File: config.mk
export PLATFORM = sky130hd
export DESIGN_NAME = fetch_ctrl
export DESIGN_NICKNAME = d
export VERILOG_FILES = /design/src/rtl/fetch_pkg.sv /design/src/rtl/redirect_hold.sv /design/src/rtl/fetch_ctrl.sv
export SDC_FILE = /design/constraint.sdc
export NUM_CORES = 1
export LEC_CHECK = 0
export BUFFER_PORTS_ARGS = -buffer_cell sky130_fd_sc_hd__buf_2
export CAP_MARGIN = 20
export CORE_MARGIN = 4
export CORE_UTILIZATION = 47
export DETAILED_ROUTE_END_ITERATION = 10
export PLACE_DENSITY = 0.85
export SYNTH_ARGS = -nofsm -noshare
export SYNTH_HDL_FRONTEND = slang
export SYNTH_SLANG_ARGS = --single-unit
File: constraint.sdc
create_clock -name clk -period 3.3 [get_ports clk]
set_input_delay 0.495 -clock clk [delete_from_list [all_inputs] [get_ports clk]]
set_output_delay 0.495 -clock clk [all_outputs]
set_load 0.005 [all_outputs]
File: src/rtl/fetch_pkg.sv
// fetch_pkg: shared types and constants for the fetch-stage PC sequencer.
//   fetch_state_t    : FSM state encoding used by fetch_ctrl
//   redir_src_t      : source of the currently held redirect (none/branch/exception)
//   RESET_PC_DEFAULT : default PC value presented out of reset
package fetch_pkg;

    typedef enum logic [2:0] {
        ST_IDLE,
        ST_REQ,
        ST_WAIT,
        ST_VALID,
        ST_REDIR
    } fetch_state_t;

    typedef enum logic [1:0] {
        RD_NONE,
        RD_BR,
        RD_EXC
    } redir_src_t;

    localparam logic [31:0] RESET_PC_DEFAULT = 32'h0000_0000;

endpackage

File: src/rtl/redirect_hold.sv
// redirect_hold: merges branch and exception redirect pulses into one held
// target with exception priority, and keeps the pending/cancel flags.
//   i_exc_valid/i_exc_target : exception redirect pulse and vector
//   i_br_valid/i_br_target   : branch redirect pulse and target
//   i_set_cancel             : mark the outstanding fetch as stale
//   i_clear                  : redirect has been applied; drop pending/cancel
//   o_pending                : a redirect is held and not yet applied
//   o_cancel                 : outstanding fetch must be discarded
//   o_arrive                 : a redirect pulse is present this cycle
//   o_target                 : held redirect target
module redirect_hold
    import fetch_pkg::*;
#(
    parameter int                 WIDTH    = 32,
    parameter logic [WIDTH-1:0]   RESET_PC = '0
) (
    input  logic             clk,
    input  logic             rst_n,
    input  logic             i_exc_valid,
    input  logic [WIDTH-1:0] i_exc_target,
    input  logic             i_br_valid,
    input  logic [WIDTH-1:0] i_br_target,
    input  logic             i_set_cancel,
    input  logic             i_clear,
    output logic             o_pending,
    output logic             o_cancel,
    output logic             o_arrive,
    output logic [WIDTH-1:0] o_target
);

    redir_src_t       r_src;
    logic [WIDTH-1:0] r_target;
    logic             r_cancel;

    always_ff @(posedge clk or negedge rst_n) begin
        if (!rst_n) begin
            r_src    <= RD_NONE;
            r_target <= RESET_PC;
            r_cancel <= 1'b0;
        end else begin
            // An exception always wins; a branch may only replace a branch.
            if (i_exc_valid) begin
                r_src    <= RD_EXC;
                r_target <= i_exc_target;
            end else if (i_br_valid && (r_src != RD_EXC)) begin
                r_src    <= RD_BR;
                r_target <= i_br_target;
            end else if (i_clear) begin
                r_src    <= RD_NONE;
            end

            if (i_set_cancel) begin
                r_cancel <= 1'b1;
            end else if (i_clear) begin
                r_cancel <= 1'b0;
            end
        end
    end

    assign o_pending = (r_src != RD_NONE);
    assign o_cancel  = r_cancel;
    assign o_arrive  = i_exc_valid | i_br_valid;
    assign o_target  = r_target;

endmodule

File: src/rtl/fetch_ctrl.sv
// fetch_ctrl: fetch-stage sequencer for the PC register. Runs the instruction
// memory request/response handshake, presents fetched instructions to decode
// and folds branch/exception redirects into one ordered PC update.
//   pc_en/pc_clr/pc_sd     : PC register advance, redirect load, redirect value
//   pc_q                   : current PC register value
//   inst_req/inst_addr     : fetch request and address (inst_addr == pc_q)
//   inst_addr_ok/data_ok   : memory accept and data-valid strobes
//   inst_rdata             : fetched word
//   if_valid/if_pc/if_inst : instruction presented to decode
//   stall_i                : decode back-pressure
//   exc_*/br_*             : redirect pulses and targets
// Optional build macro FETCH_CTRL_PERF_EN adds perf_fetch_cnt and
// perf_cancel_cnt counters.
module fetch_ctrl
    import fetch_pkg::*;
#(
    parameter int               WIDTH    = 32,
    parameter logic [WIDTH-1:0] RESET_PC = WIDTH'(RESET_PC_DEFAULT)
) (
    input  logic             clk,
    input  logic             rst_n,
    input  logic             stall_i,
    input  logic             exc_valid,
    input  logic [WIDTH-1:0] exc_target,
    input  logic             br_valid,
    input  logic [WIDTH-1:0] br_target,
    input  logic [WIDTH-1:0] pc_q,
    output logic             pc_en,
    output logic             pc_clr,
    output logic [WIDTH-1:0] pc_sd,
    output logic             inst_req,
    output logic [WIDTH-1:0] inst_addr,
    input  logic             inst_addr_ok,
    input  logic             inst_data_ok,
    input  logic [WIDTH-1:0] inst_rdata,
    output logic             if_valid,
    output logic [WIDTH-1:0] if_pc,
    output logic [WIDTH-1:0] if_inst
`ifdef FETCH_CTRL_PERF_EN
    ,
    output logic [WIDTH-1:0] perf_fetch_cnt,
    output logic [WIDTH-1:0] perf_cancel_cnt
`endif
);

    fetch_state_t     r_state;
    fetch_state_t     w_next;
    logic [WIDTH-1:0] r_if_pc;
    logic [WIDTH-1:0] r_if_inst;

    logic             w_latch_pc;
    logic             w_latch_inst;
    logic             w_clear;
    logic             w_set_cancel;
    logic             w_pending;
    logic             w_cancel;
    logic             w_arrive;
    logic             w_redir;
    logic [WIDTH-1:0] w_target;

    redirect_hold #(
        .WIDTH    (WIDTH),
        .RESET_PC (RESET_PC)
    ) u_redirect_hold (
        .clk          (clk),
        .rst_n        (rst_n),
        .i_exc_valid  (exc_valid),
        .i_exc_target (exc_target),
        .i_br_valid   (br_valid),
        .i_br_target  (br_target),
        .i_set_cancel (w_set_cancel),
        .i_clear      (w_clear),
        .o_pending    (w_pending),
        .o_cancel     (w_cancel),
        .o_arrive     (w_arrive),
        .o_target     (w_target)
    );

    assign w_redir = w_arrive | w_pending;

    always_ff @(posedge clk or negedge rst_n) begin
        if (!rst_n) begin
            r_state <= ST_IDLE;
        end else begin
            r_state <= w_next;
        end
    end

    always_comb begin
        w_next       = r_state;
        pc_en        = 1'b0;
        pc_clr       = 1'b0;
        inst_req     = 1'b0;
        if_valid     = 1'b0;
        w_latch_pc   = 1'b0;
        w_latch_inst = 1'b0;
        w_clear      = 1'b0;
        w_set_cancel = 1'b0;
        case (r_state)
            ST_IDLE: begin
                w_next = ST_REQ;
            end
            ST_REQ: begin
                inst_req = 1'b1;
                // Not yet accepted, so the request can simply be dropped.
                if (w_redir) begin
                    w_next = ST_REDIR;
                end else if (inst_addr_ok) begin
                    w_next     = ST_WAIT;
                    w_latch_pc = 1'b1;
                end
            end
            ST_WAIT: begin
                // The accepted fetch must still drain before redirecting.
                if (w_arrive) begin
                    w_set_cancel = 1'b1;
                end
                if (inst_data_ok) begin
                    if (w_cancel || w_arrive) begin
                        w_next = ST_REDIR;
                    end else begin
                        w_next       = ST_VALID;
                        w_latch_inst = 1'b1;
                    end
                end
            end
            ST_VALID: begin
                if_valid = 1'b1;
                if (w_redir) begin
                    w_next = ST_REDIR;
                end else if (!stall_i) begin
                    pc_en  = 1'b1;
                    w_next = ST_REQ;
                end
            end
            ST_REDIR: begin
                pc_clr = 1'b1;
                // A fresh redirect re-applies the merged target next cycle.
                if (!w_arrive) begin
                    w_clear = 1'b1;
                    w_next  = ST_REQ;
                end
            end
            default: begin
                w_next = ST_IDLE;
            end
        endcase
    end

    always_ff @(posedge clk or negedge rst_n) begin
        if (!rst_n) begin
            r_if_pc   <= RESET_PC;
            r_if_inst <= '0;
        end else begin
            if (w_latch_pc) begin
                r_if_pc <= pc_q;
            end
            if (w_latch_inst) begin
                r_if_inst <= inst_rdata;
            end
        end
    end

    assign pc_sd     = w_target;
    assign inst_addr = pc_q;
    assign if_pc     = r_if_pc;
    assign if_inst   = r_if_inst;

`ifdef FETCH_CTRL_PERF_EN
    logic [WIDTH-1:0] r_perf_fetch;
    logic [WIDTH-1:0] r_perf_cancel;
    logic             w_drop;

    assign w_drop = ((r_state == ST_WAIT) && inst_data_ok && (w_cancel || w_arrive)) ||
                    ((r_state == ST_VALID) && w_redir);

    always_ff @(posedge clk or negedge rst_n) begin
        if (!rst_n) begin
            r_perf_fetch  <= '0;
            r_perf_cancel <= '0;
        end else begin
            if (pc_en) begin
                r_perf_fetch <= r_perf_fetch + WIDTH'(1);
            end
            if (w_drop) begin
                r_perf_cancel <= r_perf_cancel + WIDTH'(1);
            end
        end
    end

    assign perf_fetch_cnt  = r_perf_fetch;
    assign perf_cancel_cnt = r_perf_cancel;
`endif

endmodule

Word level (Yosys, flattened, before mapping)
Index checks and enable logic that the tools add are counted.
{"block": "word_totals", "register_bits": 102, "latchBits": 0, "mem_bits_rw": 0, "mem_bits_ro": 0, "inputBits": 135, "out_inout_bits": 132, "wordCells": 56, "mem_count": 0}
{"block": "classes", "n_addsub": 0, "mul": 0, "div_mod_pow": 0, "order_cmp": 0, "n_eq_ne": 9, "shift": 0, "muxes": 31, "bitwise": 2, "n_reduce_logical": 8}
{"op": "2-to-1 mux 32 bit", "n": 2}
{"op": "2-to-1 mux 3 bit", "n": 7}
{"op": "2-to-1 mux 1 bit", "n": 18}
{"op": "one-hot mux 3 bit (5 select lines)", "n": 1}
{"op": "equality test 3 x 2 -> 1 bit (second input constant)", "n": 2}
{"op": "2-to-1 mux 2 bit", "n": 3}
{"op": "!= test 2 bit (second input constant)", "n": 3}
{"op": "!= test 3 bit (second input constant)", "n": 2}
{"op": "nonzero test 2 bit", "n": 3}
{"op": "AND reduction 4 bit", "n": 1}
{"op": "equality test 3 x 1 -> 1 bit (second input constant)", "n": 1}
{"op": "equality test 3 bit (second input constant)", "n": 1}
{"op": "logical NOT 3 bit", "n": 1}
{"op": "nonzero test 3 bit", "n": 1}
{"op": "OR 1 bit", "n": 2}
{"op": "logical AND 1 bit", "n": 1}
{"op": "logical OR 1 bit", "n": 1}

Logic depth before layout (Yosys ltp)
{"block": "logic_depth", "ltp_word": 6, "ltp_mapped": 7}

Hierarchy
From an unflattened synthesis, not the netlist that was laid out.
{"block": "unflattened", "hier_cells": 319, "area_unflattened_um2": 4917.2}
{"mod": "fetch_ctrl", "instances": 1, "cells_per_inst": 202, "area_per_inst_um2": 3052.9, "seq_area_each_um2": 1676.6}
{"mod": "redirect_hold", "instances": 1, "cells_per_inst": 117, "area_per_inst_um2": 1864.3, "seq_area_each_um2": 875.8}

Least setup slack after synthesis
OpenSTA, ideal clock, no wires.
{"block": "synth_path", "path_type": "in2reg", "start": "input exc_valid", "end": "register r_if_pc[10] (netlist: if_pc[10])", "setup_time_ns": 0.125, "arrival_time_ns": 2.028, "required_time_ns": 3.175, "path_slack_ns": 1.147, "cell_stages": 7, "path_cell_list": "buf_4 > or2_1 > buf_2 > or3_4 > nand3b_4 > buf_6 > mux2_4"}
{"block": "synth_between", "elab_chain_len": 4}
{"item": "start: declaration", "line": "fetch_ctrl.sv:23", "rtl": "input logic exc_valid,"}
{"item": "OR 1 bit", "line": "redirect_hold.sv:62", "rtl": "assign o_arrive = i_exc_valid | i_br_valid;"}
{"item": "OR 1 bit", "line": "fetch_ctrl.sv:79", "rtl": "assign w_redir = w_arrive | w_pending;"}
{"item": "2-to-1 mux 1 bit", "line": "fetch_ctrl.sv:106", "rtl": "if (w_redir) begin"}
{"item": "2-to-1 mux 1 bit", "line": "fetch_ctrl.sv:99", "rtl": "case (r_state)"}
{"item": "end signal: assignment", "line": "fetch_ctrl.sv:156", "rtl": "r_if_pc <= pc_q;"}
{"item": "end: declaration", "line": "fetch_ctrl.sv:48", "rtl": "logic [WIDTH-1:0] r_if_pc;"}
Every way passes these cells.
A chain may end at the register's enable or synchronous reset.

Final worst setup path
{"block": "layout_path", "start": "register r_state[0]", "end": "register r_if_pc[0] (netlist: if_pc[0])"}
{"block": "layout_between", "elab_chain_len": 2}
{"item": "start: declaration", "line": "fetch_ctrl.sv:46", "rtl": "fetch_state_t r_state;"}
{"item": "start signal: assignment", "line": "fetch_ctrl.sv:85", "rtl": "r_state <= w_next;"}
{"item": "equality test 3 x 1 -> 1 bit", "line": "fetch_ctrl.sv:99"}
{"item": "2-to-1 mux 1 bit", "line": "fetch_ctrl.sv:99"}
Every way passes these cells.

==> results by group <==
Run status
  – Outcome: complete, no violations

Cells and area
  – Area grow syn2layout: 31.12%
  – # fillers: 770
  – # nets final: 720
  – Non-filler cells, final: just over 700
  – Fraction of layout cells with a size suffix above 1: between 50% and 60%
  – Ant diodes: 0
  – Final core occ: about 64%
  – Commonest non-fill, non-tap cell in the layout: buf_2
  – Commonest cells after routing, fill and taps aside: buf_2, dfrtp_1, nand2_1
  – Fin area: roughly 6000 um2

Power and ir drop
  – Leakage: between 3 and 4 nW
  – Max IR drop VDD: 0.2722 mV
  – Pwr Density: 611.2 nW/um2
  – Total power: around 3.7 mW

Worst hold path
  – Hold/Removal Path Class: in -> async

Floorplanning
  – # rows: 35
  – Initial Utilization: approximately 49%
  – Die height: approximately 110 um
  – Num ports: about 270
  – Die area: between 10000 and 15000 um2
  – Die X-Extent: around 110 um
  – Core ar.: 9371 um2

Timing
  – RSZ-0062 raised after global routing: no
  – Final Hold Viols: 0
  – Max frequency: roughly 0.39 GHz
  – Tcrit/Tclk final: approximately three quarters
  – Clock skew: about 0.019 ns
  – Actual slew at the worst max-slew pin: around 0.66 ns
  – Slew HR: 55.72%
  – Fin Hold WS: roughly 0.14 ns
  – Fin Setup TNS: 0 ns
  – Final worst slack: approximately 0.76 ns
  – Min Tclk post-route: roughly 2.5 ns
  – # setup viols final: 0
  – Number of max-slew violations in the final report: 0

Detailed routing
  – WL/cell: ~16 um
  – Drt first-iter violations: 188
  – Via/cell ratio: around 4.8
  – Vias: 3469
  – First-pass DRT Iterations: 4
  – Final wirelength: about 12000 um
  – DRC viols: 0
  – Detail Route Antenna Nets: 0

Yosys
  – Cell taking the most area after synthesis: dfrtp_1
  – Synth Cell Area: about 4600 um2
  – Yosys warns: 0
  – Sequential area share after synthesis: between 50 and 60%
  – Avg Cell Area, Syn: about 13 um2
  – Synth Register Bits: 102
  – Mapped Cells: about 360
  – Synth top area cells: dfrtp_1, mux2_4, mux2_1
  – Synth cell types: 31
  – Top-area cell type share of the netlist area: a little under three fifths
  – Post-Syn Nets: around 490

GRT
  – First-pass GRT wire length: 18510 um
  – Gr usage total: between 20 and 25%
  – Global route overflow: 0
  – Vias in the first global route: about 3600
  – Initial antenna violation count: 1
  – Largest net degree at the start of global routing: 65

Clock network
  – Setup Buffers After CTS: 0
  – Root buffer cell: clkbuf_8
  – CTS clk-pin slew, worst paths: approximately 0.12 ns
  – Worst-Skew Late Latency: 0.36 ns
  – Hold buffers post-CTS: 0
  – CTS H-Tree Depth: 3
  – Clock Sinks: 102
  – TritonCTS Buffers: 9
  – Cts repair resizes: 0
  – CTS tree: yes
  – Max clock buf depth: 2

Placement
  – Dpl cells: approximately 700
  – HPWL after detailed placement: between 9000 and 10000 um
  – Placer Congestion: approximately 0.8
  – Placed inst area: slightly below 6000 um2
  – IO Port Bufs: around 270
  – Pre-CTS WS: ~0.67 ns

Worst setup path
  – Critical-path maximum fanout: 32
  – Endpoint type of the worst setup path: flip-flop
  – CP Launch Type: flip-flop
  – Critical path class: reg -> reg
  – Worst EP arrival: roughly 2.8 ns
  – WP data required: about 3.6 ns

Job
  – Max-cap violation count: 0
[power by group]
part	switching [mW]	internal, mW	total (mW)
Combinational	0.443	0.577	1.02
Sequential	0.215	1.55	1.77
Clock	0.454	0.440	0.894
[worst paths after layout]
kind                                                          from                                      end  depth (start not counted)  slack [ns]
setup / recovery                            r_state[0]$_DFFE_PN0P_                     if_pc[0]$_DFFE_PN0P_                          4        0.76
hold / removal                                               rst_n                    if_pc[31]$_DFFE_PN0P_                          1        0.14
setup reg to reg                            r_state[0]$_DFFE_PN0P_                     if_pc[0]$_DFFE_PN0P_                          4        0.76
hold reg to reg            u_redirect_hold.o_target[8]$_DFFE_PN0P_  u_redirect_hold.o_target[8]$_DFFE_PN0P_                          2        0.49
max in group asynchronous                                    rst_n                  if_inst[27]$_DFFE_PN0P_                          2        2.43
min in group clk                                     inst_rdata[4]                   if_inst[4]$_DFFE_PN0P_                          2        0.34
[critical path, cell delays in order, from the launching register on]
cell and delay, ns:
dfrtp_1 0.51, or3b_1 0.43, or3_4 0.37, nand3b_4 0.58
mux2_1 0.54
[cells in the mapped netlist]
| master | number |
|---|---|
| o31ai_1 | 2 |
| o21ai_1 | 33 |
| nor3_1 | 4 |
| mux2_4 | 30 |
| nand2b_1 | 2 |
| a31o_1 | 1 |
| mux2_1 | 34 |
| or3_4 | 1 |
| inv_2 | 1 |
| or3b_1 | 1 |
| mux2i_1 | 32 |
| a31oi_1 | 2 |
| or2_1 | 2 |
| o311a_1 | 1 |
| buf_4 | 33 |
| nor2_1 | 5 |
| or3_1 | 2 |
| nor2b_1 | 1 |
| or4b_1 | 1 |
| nor3b_1 | 1 |
| dfrtp_1 | 102 |
| or2_2 | 1 |
| buf_6 | 3 |
| a21oi_1 | 5 |
| clkbuf_1 | 11 |
| nand3b_4 | 1 |
| a211oi_1 | 1 |
| inv_1 | 1 |
| o221ai_1 | 1 |
| nand2_1 | 36 |
| buf_2 | 5 |
[state kept, by name, summed over array words and instances, names as in the netlist]
name,cells
if_inst,32
if_pc,32
u_redirect_hold.o_target,32
r_state,3
u_redirect_hold.r_src,2
u_redirect_hold.o_cancel,1
[layout make-up]
cell class,instances,area (um2),share of cell area (%)
Tap cell,129,161.4,2.679
Clock buffer,9,123.9,2.056
Clock inverter,7,105.1,1.744
Timing Repair Buffer,270,1376,22.84
Sequential cell,102,2552,42.36
Inverter,2,7.507,0.1246
Multi-Input combinational cell,200,1699,28.20
[cells by family (layout without fill, tap and decap cells)]
| logic type | count (synthesis) | in the layout | share of synthesized area [%] |
|---|---|---|---|
| flip-flops | 102 | 102 | 55.54 |
| multiplexers | 96 | 96 | 25.10 |
| AND/OR/NAND/NOR | 58 | 58 | 6.126 |
| buffers and inverters | 54 | 288 | 7.732 |
| AO/OA/AOI/OAI | 46 | 46 | 5.500 |
[per-layer routing]
layer	up-vias	GRT usage, %	wire [um]
met5	-	0	20
met4	2	5.114	107
met3	12	5.900	1016
met2	175	36.15	5921
met1	1630	24.54	4640
li1	1650	-	-
Power figures use the tool's default switching activity.
